<file path="config.mk">
export PLATFORM = sky130hd
export DESIGN_NAME = fetch_stage_flat
export DESIGN_NICKNAME = d
export VERILOG_FILES = /design/src/rtl/pipeline_pkg.sv /design/src/rtl/fetch_stage_if.sv /design/src/rtl/fetch_stage_if_id_reg.sv /design/src/rtl/fetch_stage.sv /design/src/flat_wrapper.sv
export SDC_FILE = /design/constraint.sdc
export NUM_CORES = 1
export LEC_CHECK = 0
export BUFFER_PORTS_ARGS = -buffer_cell sky130_fd_sc_hd__buf_2
export CAP_MARGIN = 20
export CORE_ASPECT_RATIO = 0.8
export CORE_MARGIN = 10
export CORE_UTILIZATION = 35
export DETAILED_ROUTE_END_ITERATION = 16
export PLACE_DENSITY = 0.62
export SLEW_MARGIN = 15
export SYNTH_ARGS = -nofsm -noshare
export SYNTH_HDL_FRONTEND = slang
export SYNTH_SLANG_ARGS = --single-unit
</file>
<file path="constraint.sdc">
create_clock -name clk -period 1.95 [get_ports clk]
set_clock_uncertainty 0.05 [all_clocks]
set_input_delay 0.0975 -clock clk [delete_from_list [all_inputs] [get_ports clk]]
set_output_delay 0.0975 -clock clk [all_outputs]
set_load 0.005 [all_outputs]
</file>
<file path="src/rtl/pipeline_pkg.sv">
// Shared pipeline types and constants for the fetch/decode boundary.
package pipeline_pkg;

  localparam logic [31:0] NOP_WORD         = 32'h0000_0000;
  localparam logic [31:0] DEFAULT_RESET_PC = 32'h0000_0000;

  typedef enum logic {
    RUN   = 1'b0,
    FAULT = 1'b1
  } fetch_state_t;

  typedef struct packed {
    logic [31:0] inst;
    logic [31:0] pc4;
    logic        valid;
  } if_id_t;

endpackage

</file>
<file path="src/rtl/fetch_stage_if.sv">
// Fetch-stage bus: instmem address/data, hazard/redirect controls, IF/ID outputs.
interface fetch_stage_if;
  logic [31:0] inst_addr;
  logic [31:0] inst;
  logic        stall;
  logic        redirect;
  logic [31:0] redirect_target;
  logic [31:0] if_id_inst;
  logic [31:0] if_id_pc4;
  logic        if_id_valid;
  logic        fetch_fault;
  logic [31:0] fetch_count;

  modport master (
    output inst_addr, if_id_inst, if_id_pc4, if_id_valid, fetch_fault, fetch_count,
    input  inst, stall, redirect, redirect_target
  );

  modport slave (
    input  inst_addr, if_id_inst, if_id_pc4, if_id_valid, fetch_fault, fetch_count,
    output inst, stall, redirect, redirect_target
  );
endinterface

</file>
<file path="src/rtl/fetch_stage_if_id_reg.sv">
// Load/flush/hold pipeline register of if_id_t; flush and reset load a bubble.
module if_id_reg
  import pipeline_pkg::*;
#(
  parameter logic [31:0] NOP_INST = NOP_WORD
) (
  input  logic   clk,
  input  logic   rst,
  input  logic   load,
  input  logic   flush,
  input  if_id_t d,
  output if_id_t q
);

  localparam if_id_t BUBBLE = '{inst: NOP_INST, pc4: 32'h0, valid: 1'b0};

  always_ff @(posedge clk) begin
    if (rst || flush) begin
      q <= BUBBLE;
    end else if (load) begin
      q <= d;
    end
  end

endmodule

</file>
<file path="src/rtl/fetch_stage.sv">
// Instruction fetch: PC register, next-PC selection, RUN/FAULT FSM, fetch counter, IF/ID register.
module fetch_stage
  import pipeline_pkg::*;
#(
  parameter logic [31:0] RESET_PC = DEFAULT_RESET_PC,
  parameter logic [31:0] NOP_INST = NOP_WORD
) (
  input  logic          clk,
  input  logic          rst,
  fetch_stage_if.master bus
);

  fetch_state_t state;
  logic [31:0]  pc_p0;
  logic [31:0]  pc4_p0;
  logic [31:0]  count;
  logic         aligned;
  logic         in_run;
  logic         load;
  logic         flush;
  if_id_t       if_id_d_p0;
  if_id_t       if_id_p1;

  assign pc4_p0  = pc_p0 + 32'd4;
  assign aligned = (bus.redirect_target[1:0] == 2'b00);
  assign in_run  = (state == RUN);

  // Redirect squashes the wrong-path word even when stall is also asserted.
  assign flush = !in_run || bus.redirect;
  assign load  = in_run && !bus.stall;

  assign if_id_d_p0 = '{inst: bus.inst, pc4: pc4_p0, valid: 1'b1};

  always_ff @(posedge clk) begin
    if (rst) begin
      state <= RUN;
      pc_p0 <= RESET_PC;
      count <= 32'h0;
    end else begin
      case (state)
        RUN: begin
          if (bus.redirect) begin
            if (aligned) pc_p0 <= bus.redirect_target;
            else         state <= FAULT;
          end else if (!bus.stall) begin
            pc_p0 <= pc4_p0;
            count <= count + 32'd1;
          end
        end
        default: ;
      endcase
    end
  end

  // ---- IF/ID boundary ----
  if_id_reg #(.NOP_INST(NOP_INST)) u_if_id (
    .clk   (clk),
    .rst   (rst),
    .load  (load),
    .flush (flush),
    .d     (if_id_d_p0),
    .q     (if_id_p1)
  );

  assign bus.inst_addr   = pc_p0;
  assign bus.if_id_inst  = if_id_p1.inst;
  assign bus.if_id_pc4   = if_id_p1.pc4;
  assign bus.if_id_valid = if_id_p1.valid;
  assign bus.fetch_fault = (state == FAULT);
  assign bus.fetch_count = count;

endmodule

</file>
<file path="src/flat_wrapper.sv">
// flat-port wrapper written by rule: the top's interface ports become plain ports
module fetch_stage_flat import pipeline_pkg::*;
#(
  parameter logic [31:0] RESET_PC = DEFAULT_RESET_PC,
  parameter logic [31:0] NOP_INST = NOP_WORD
)
  (clk, rst, bus_inst_addr, bus_if_id_inst, bus_if_id_pc4, bus_if_id_valid, bus_fetch_fault, bus_fetch_count, bus_inst, bus_stall, bus_redirect, bus_redirect_target);
  fetch_stage_if bus_i ();
  input  logic clk;
  input  logic rst;
  output wire logic [$bits(bus_i.inst_addr)-1:0] bus_inst_addr;
  output wire logic [$bits(bus_i.if_id_inst)-1:0] bus_if_id_inst;
  output wire logic [$bits(bus_i.if_id_pc4)-1:0] bus_if_id_pc4;
  output wire logic [$bits(bus_i.if_id_valid)-1:0] bus_if_id_valid;
  output wire logic [$bits(bus_i.fetch_fault)-1:0] bus_fetch_fault;
  output wire logic [$bits(bus_i.fetch_count)-1:0] bus_fetch_count;
  input wire logic [$bits(bus_i.inst)-1:0] bus_inst;
  input wire logic [$bits(bus_i.stall)-1:0] bus_stall;
  input wire logic [$bits(bus_i.redirect)-1:0] bus_redirect;
  input wire logic [$bits(bus_i.redirect_target)-1:0] bus_redirect_target;
  assign bus_inst_addr = bus_i.inst_addr;
  assign bus_if_id_inst = bus_i.if_id_inst;
  assign bus_if_id_pc4 = bus_i.if_id_pc4;
  assign bus_if_id_valid = bus_i.if_id_valid;
  assign bus_fetch_fault = bus_i.fetch_fault;
  assign bus_fetch_count = bus_i.fetch_count;
  assign bus_i.inst = bus_inst;
  assign bus_i.stall = bus_stall;
  assign bus_i.redirect = bus_redirect;
  assign bus_i.redirect_target = bus_redirect_target;
  fetch_stage #(.RESET_PC(RESET_PC), .NOP_INST(NOP_INST)) u_core (.clk(clk), .rst(rst), .bus(bus_i));
endmodule
</file>
## After elaboration in Yosys (flattened, before gate mapping)

Cells that the tools add are included.

- Input port bits: 68
- Register bits: 130
- Word-level logic and storage cells: 26
- Output and inout bits: 130

- Reductions and logical operators: 7
- Mux-type cells: 6
- Equal/unequal tests: 2
- Bitwise logic cells: 3
- Add/subtract/negate cells: 2

Operators by type and width:

| operator | count |
|---|---|
| 32-bit 2-to-1 mux | 3 |
| 32-bit by 1-bit adder with 32-bit output (second input constant) | 1 |
| 32-bit by 3-bit adder with 32-bit output (second input constant) | 1 |
| 3-bit AND reduction | 2 |
| 2-bit by 1-bit inequality test with 1-bit output (second input constant) | 2 |
| 1-bit 2-to-1 mux | 3 |
| 1-bit inverter | 3 |
| 2-bit logical NOT | 1 |
| 1-bit logical OR | 2 |
| 1-bit logical AND | 1 |
| 1-bit logical NOT | 1 |

## Logic depth before layout (Yosys ltp)

- Depth in word-level cells: 4
- Mapped depth: 8
- Depth with buffers taken out: 6

## Hierarchy

From an unflattened synthesis, not the netlist that was laid out.

- Cells, all modules: 703
- Area total of the unflattened synthesis: 6180.9 sq um

Modules (own cells, without submodules):

| module | area an instance (sq um) | seq. area each (sq um) | cells an instance | times used |
|---|---|---|---|---|
| fetch_stage | 3842.4 | 1301.2 | 493 | 1 |
| if_id_reg | 2338.5 | 1301.2 | 210 | 1 |

## Least setup slack after synthesis

Ideal clock, no wire load.

- Path type: register to register
- From: register u_core.pc_p0[2] (netlist: u_core.bus.inst_addr[2])
- To: register u_core.pc_p0[28] (netlist: u_core.bus.inst_addr[28])
- Data arrival time: 2.021 ns
- Stages on the path, launching flop included: 7
- Slack: -0.196 ns
- Clock period less this slack: 2.146 ns
- Data required time: 1.826 ns
- Setup time: 0.074 ns
- Buffers on the path: 0
- Path through: dfxtp_1 -> ha_1 -> nand4_1 -> nor3_2 -> nand2_1 -> or4_1 -> a31oi_1

- Word-level cells in the longest chain between the ends: 3

RTL lines:

| element | line | source |
|---|---|---|
| start: declaration | fetch_stage.sv:14 | `logic [31:0] pc_p0;` |
| start signal: assignment | fetch_stage.sv:43 | `if (aligned) pc_p0 <= bus.redirect_target;` |
| start signal: assignment | fetch_stage.sv:46 | `pc_p0 <= pc4_p0;` |
| 32-bit by 3-bit adder with 32-bit output | fetch_stage.sv:24 | `assign pc4_p0 = pc_p0 + 32'd4;` |
| 32-bit 2-to-1 mux | fetch_stage.sv:45 | `end else if (!bus.stall) begin` |
| 32-bit 2-to-1 mux | fetch_stage.sv:42 | `if (bus.redirect) begin` |

Every way passes these cells. The select of a mux whose other input is x is not followed.
A chain may end at the register's enable or synchronous reset.

## Final worst setup path

- From: input bus_redirect
- To: register u_core.count[27] (netlist: u_core.bus.fetch_count[27])

- Word-level cells in the longest chain between the ends: 2

RTL lines:

| element | line | source |
|---|---|---|
| start: declaration | flat_wrapper.sv:19 | `input wire logic [$bits(bus_i.redirect)-1:0] bus_redirect;` |
| 1-bit inverter (no line) | -- |  |
| 3-bit AND reduction (no line) | -- |  |
| end signal: assignment | fetch_stage.sv:47 | `count <= count + 32'd1;` |
| end: declaration | fetch_stage.sv:16 | `logic [31:0] count;` |

Every way passes these cells.

==> results.md <==
- Area of combinational cells with multiple inputs: 3408 um2
- Clock tree from TritonCTS: done
- Area of all sequential standard cells: 2624 um2
- Setup slack on the worst flop-to-flop path: 0.05 ns
- Critical path capture point type: flip-flop
- DR DRC count: 0
- Worst hold-check slack: 0.01788 ns
- Clock H-tree levels: 4
- Share of the core filled with cells: 53.21%
- Instance count of the mapped netlist: 753
- Maximum clock frequency: 523.2 MHz
- Placeable core region: 17,270 um2
- Post-Syn Area per Cell: 8.167 um2
- Worst slew margin relative to its limit: 65.63%
- Width of the die: 168.2 um
- Cell type contributing the most total cell area after synthesis: dfxtp_1
- Global router's overall resource usage: 18.43%
- Total Routed Length: 22,210 um
- Count of pins on the block boundary: 198
- Worst min-delay path class: primary input to flip-flop
- Via/cell ratio: 5.056
- Post-layout net count: 1,126
- Die Y-Extent: 138.6 um
- Commonest register cell after synthesis: dfxtp_1
- Placement row count: 43
- Register bit count reported by yosys: 130
- Net count after synthesis: 823
- Worst-margin pin slew: 0.5144 ns
- Vias: 6,543
- Final Wtd Congestion: 0.8341
- Critical setup path kind: primary input to flip-flop
- Number of antenna cells inserted: 0
- Min Clock Period, post-route: 1.911 ns
- Global-route wire length before repair: 35,200 um
- Crit path launch type: primary input
- Layout-stage area growth over the synthesis result: 49.42%
- Maximum number of pins on one net before global-route repair: 53
- Total Die Area: 23,310 um2
- Clock Tree Buf Depth: 2
- Warnings, synthesis: 0
- Crit path DAT: 2.16 ns
- Clock root buffer: clkbuf_16
- Number of enable flip-flop cells after synthesis: 0
- Initial Util: 35.61%
- # setup viols final: 0
- Distinct cell type count after synthesis: 63
- Proportion of synthesized chip area in sequential cells: 42.32%
- Total power after layout: 6.826 mW
- Count of buffers inserted at the top-level ports: 197
- Async SR Flop Fraction: 0%
- Post-placement cell count: 1,210
- Number of cells on the worst reg-to-reg path: 5
- Most common cell after layout, fill and taps aside: buf_2
- Final HPWL DP: 16,150 um
- Clock insertion delay at the later pin of the skew report: 0.42 ns
- Total negative slack: 0 ns
- Max-slew violation count: 0
- PD cells: 742.8 nW/um2
- Number of global-route vias before repair: 6,436
- Most used cells in the layout excluding fill and tap cells: buf_2, dfxtp_1, nand2_1
- TritonCTS Buffers: 17
- Final global-route overflow total: 0
- Antenna Violating Nets Remaining: 0
- Unrepaired setup endpoints after global routing: yes
- Ranking of synthesized cells by area: dfxtp_1, nand2_1, a21oi_1
- Ratio of final minimum period to clock period: 98.01%
- Max-cap check violation count: 0
- Worst EP required: 2.20 ns
- Outcome: complete, no violations
- First-pass DRT Iterations: 4
- Area share of the largest cell type after synthesis: 42.32%
- Starting DRT DRC Count: 460
- Final instance count without filler cells: 1,294
- Final Hold Vio Count: 0
- Leakage power: 4.039 nW
- Hold Path Depth: 4
- Post-synth design cell area: 6150 um2
- Number of filler instances in the final layout: 1,615
- WL/cell: 17.17 um
- Clk pin slew, worst setup/hold paths: 0.06 ns
- CTS Sinks: 130
- Share of layout cells above drive strength 1: 35.08%
- Maximum vdd drop: 0.5035 mV
- Antenna violations before repair: 0
- Maximum fanout count along the critical path: 9
sequential cells by signal, summed over array words and instances (netlist names):
register                count
u_core.bus.fetch_count     32
u_core.u_if_id.q           65
u_core.bus.inst_addr       32
u_core.bus.fetch_fault      1
where the power goes:
part	total (mW)	internal, mW	switching [mW]
logic	0.750	0.343	0.407
clock network	3.30	2.07	1.22
registers	2.78	2.73	0.0523
total	6.83	5.14	1.68
stage by stage:
| step | cell area [um2] | setup slack (ns) |
|---|---|---|
| floorplan | 6200 | -0.002403 |
| global placement | 7918 | 0.06682 |
| detailed placement | 7918 | 0.05033 |
| CTS | 9030 | 0.01855 |
| global route | 9189 | -0.04970 |
| finish | 9189 | 0.03881 |
cell usage after synthesis (all sizes together) (7+ instances only):
cell,count
xnor2,35
nand3,22
and3,15
nand4,23
xor2,21
a21oi,77
mux2i,8
buf,13
nor3,14
a22oi,9
nor2,80
a211oi,9
and4,7
nand2,112
clkbuf,44
dfxtp,130
inv,7
o21ai,42
nor4,15
critical path: stages:
cell and delay [ns]:
dlygate4sd3_1 0.53, buf_2 0.19, nor3_1 0.20, buf_4 0.18, nand4_1 0.23, buf_4 0.25, nor4_2 0.28, xnor2_1 0.16
nor2_1 0.05
final cells by class:
| class | count | area share [%] |
|---|---|---|
| Multi-Input combinational cell | 559 | 37.09 |
| Sequential cell | 130 | 28.55 |
| Timing Repair Buffer | 341 | 24.35 |
| Clock buffer | 19 | 4.929 |
| Tap cell | 225 | 3.064 |
| Clock inverter | 13 | 1.729 |
| Inverter | 7 | 0.2859 |
path summary, 6_finish.rpt:
path | startpoint | end
max reg2reg | u_core.bus.inst_addr[16] | u_core.bus.inst_addr[29]
min reg2reg | u_core.u_if_id.q[1] | u_core.u_if_id.q[1]
min | bus_redirect_target[21] | u_core.bus.inst_addr[21]
max | bus_redirect | u_core.bus.fetch_count[27]
per-layer routing:
metal	GRT usage, %	part of all wire, %	vias to the layer above
li1	-	-	3249
met1	24.22	45	3091
met2	28.62	47	180
met3	5.241	6.2	23
met4	5.398	1.7	0
met5	0	0	-
logic make-up (layout without fill, tap and decap cells):
logic type / after synthesis / count (layout) / synth area share [%]
multiplexers: 8 / 8 / 1.302
adder cells (fa/ha/maj): 2 / 2 / 0.4069
flip-flops: 130 / 130 / 42.32
XOR/XNOR: 56 / 56 / 7.976
AND/OR/NAND/NOR: 320 / 320 / 26.63
AO/OA/AOI/OAI: 173 / 173 / 16.40
buffers and inverters: 64 / 380 / 4.965
repair_timing:
action / in CTS / in global routing
hold endpoints to repair: 49 / 0
hold buffers: 50 / 0
setup buffers: 0 / 2
endpoints found under the setup margin: 0 / 28
resized for setup: 0 / 29
Note: power is estimated with default switching activity, not from simulation.
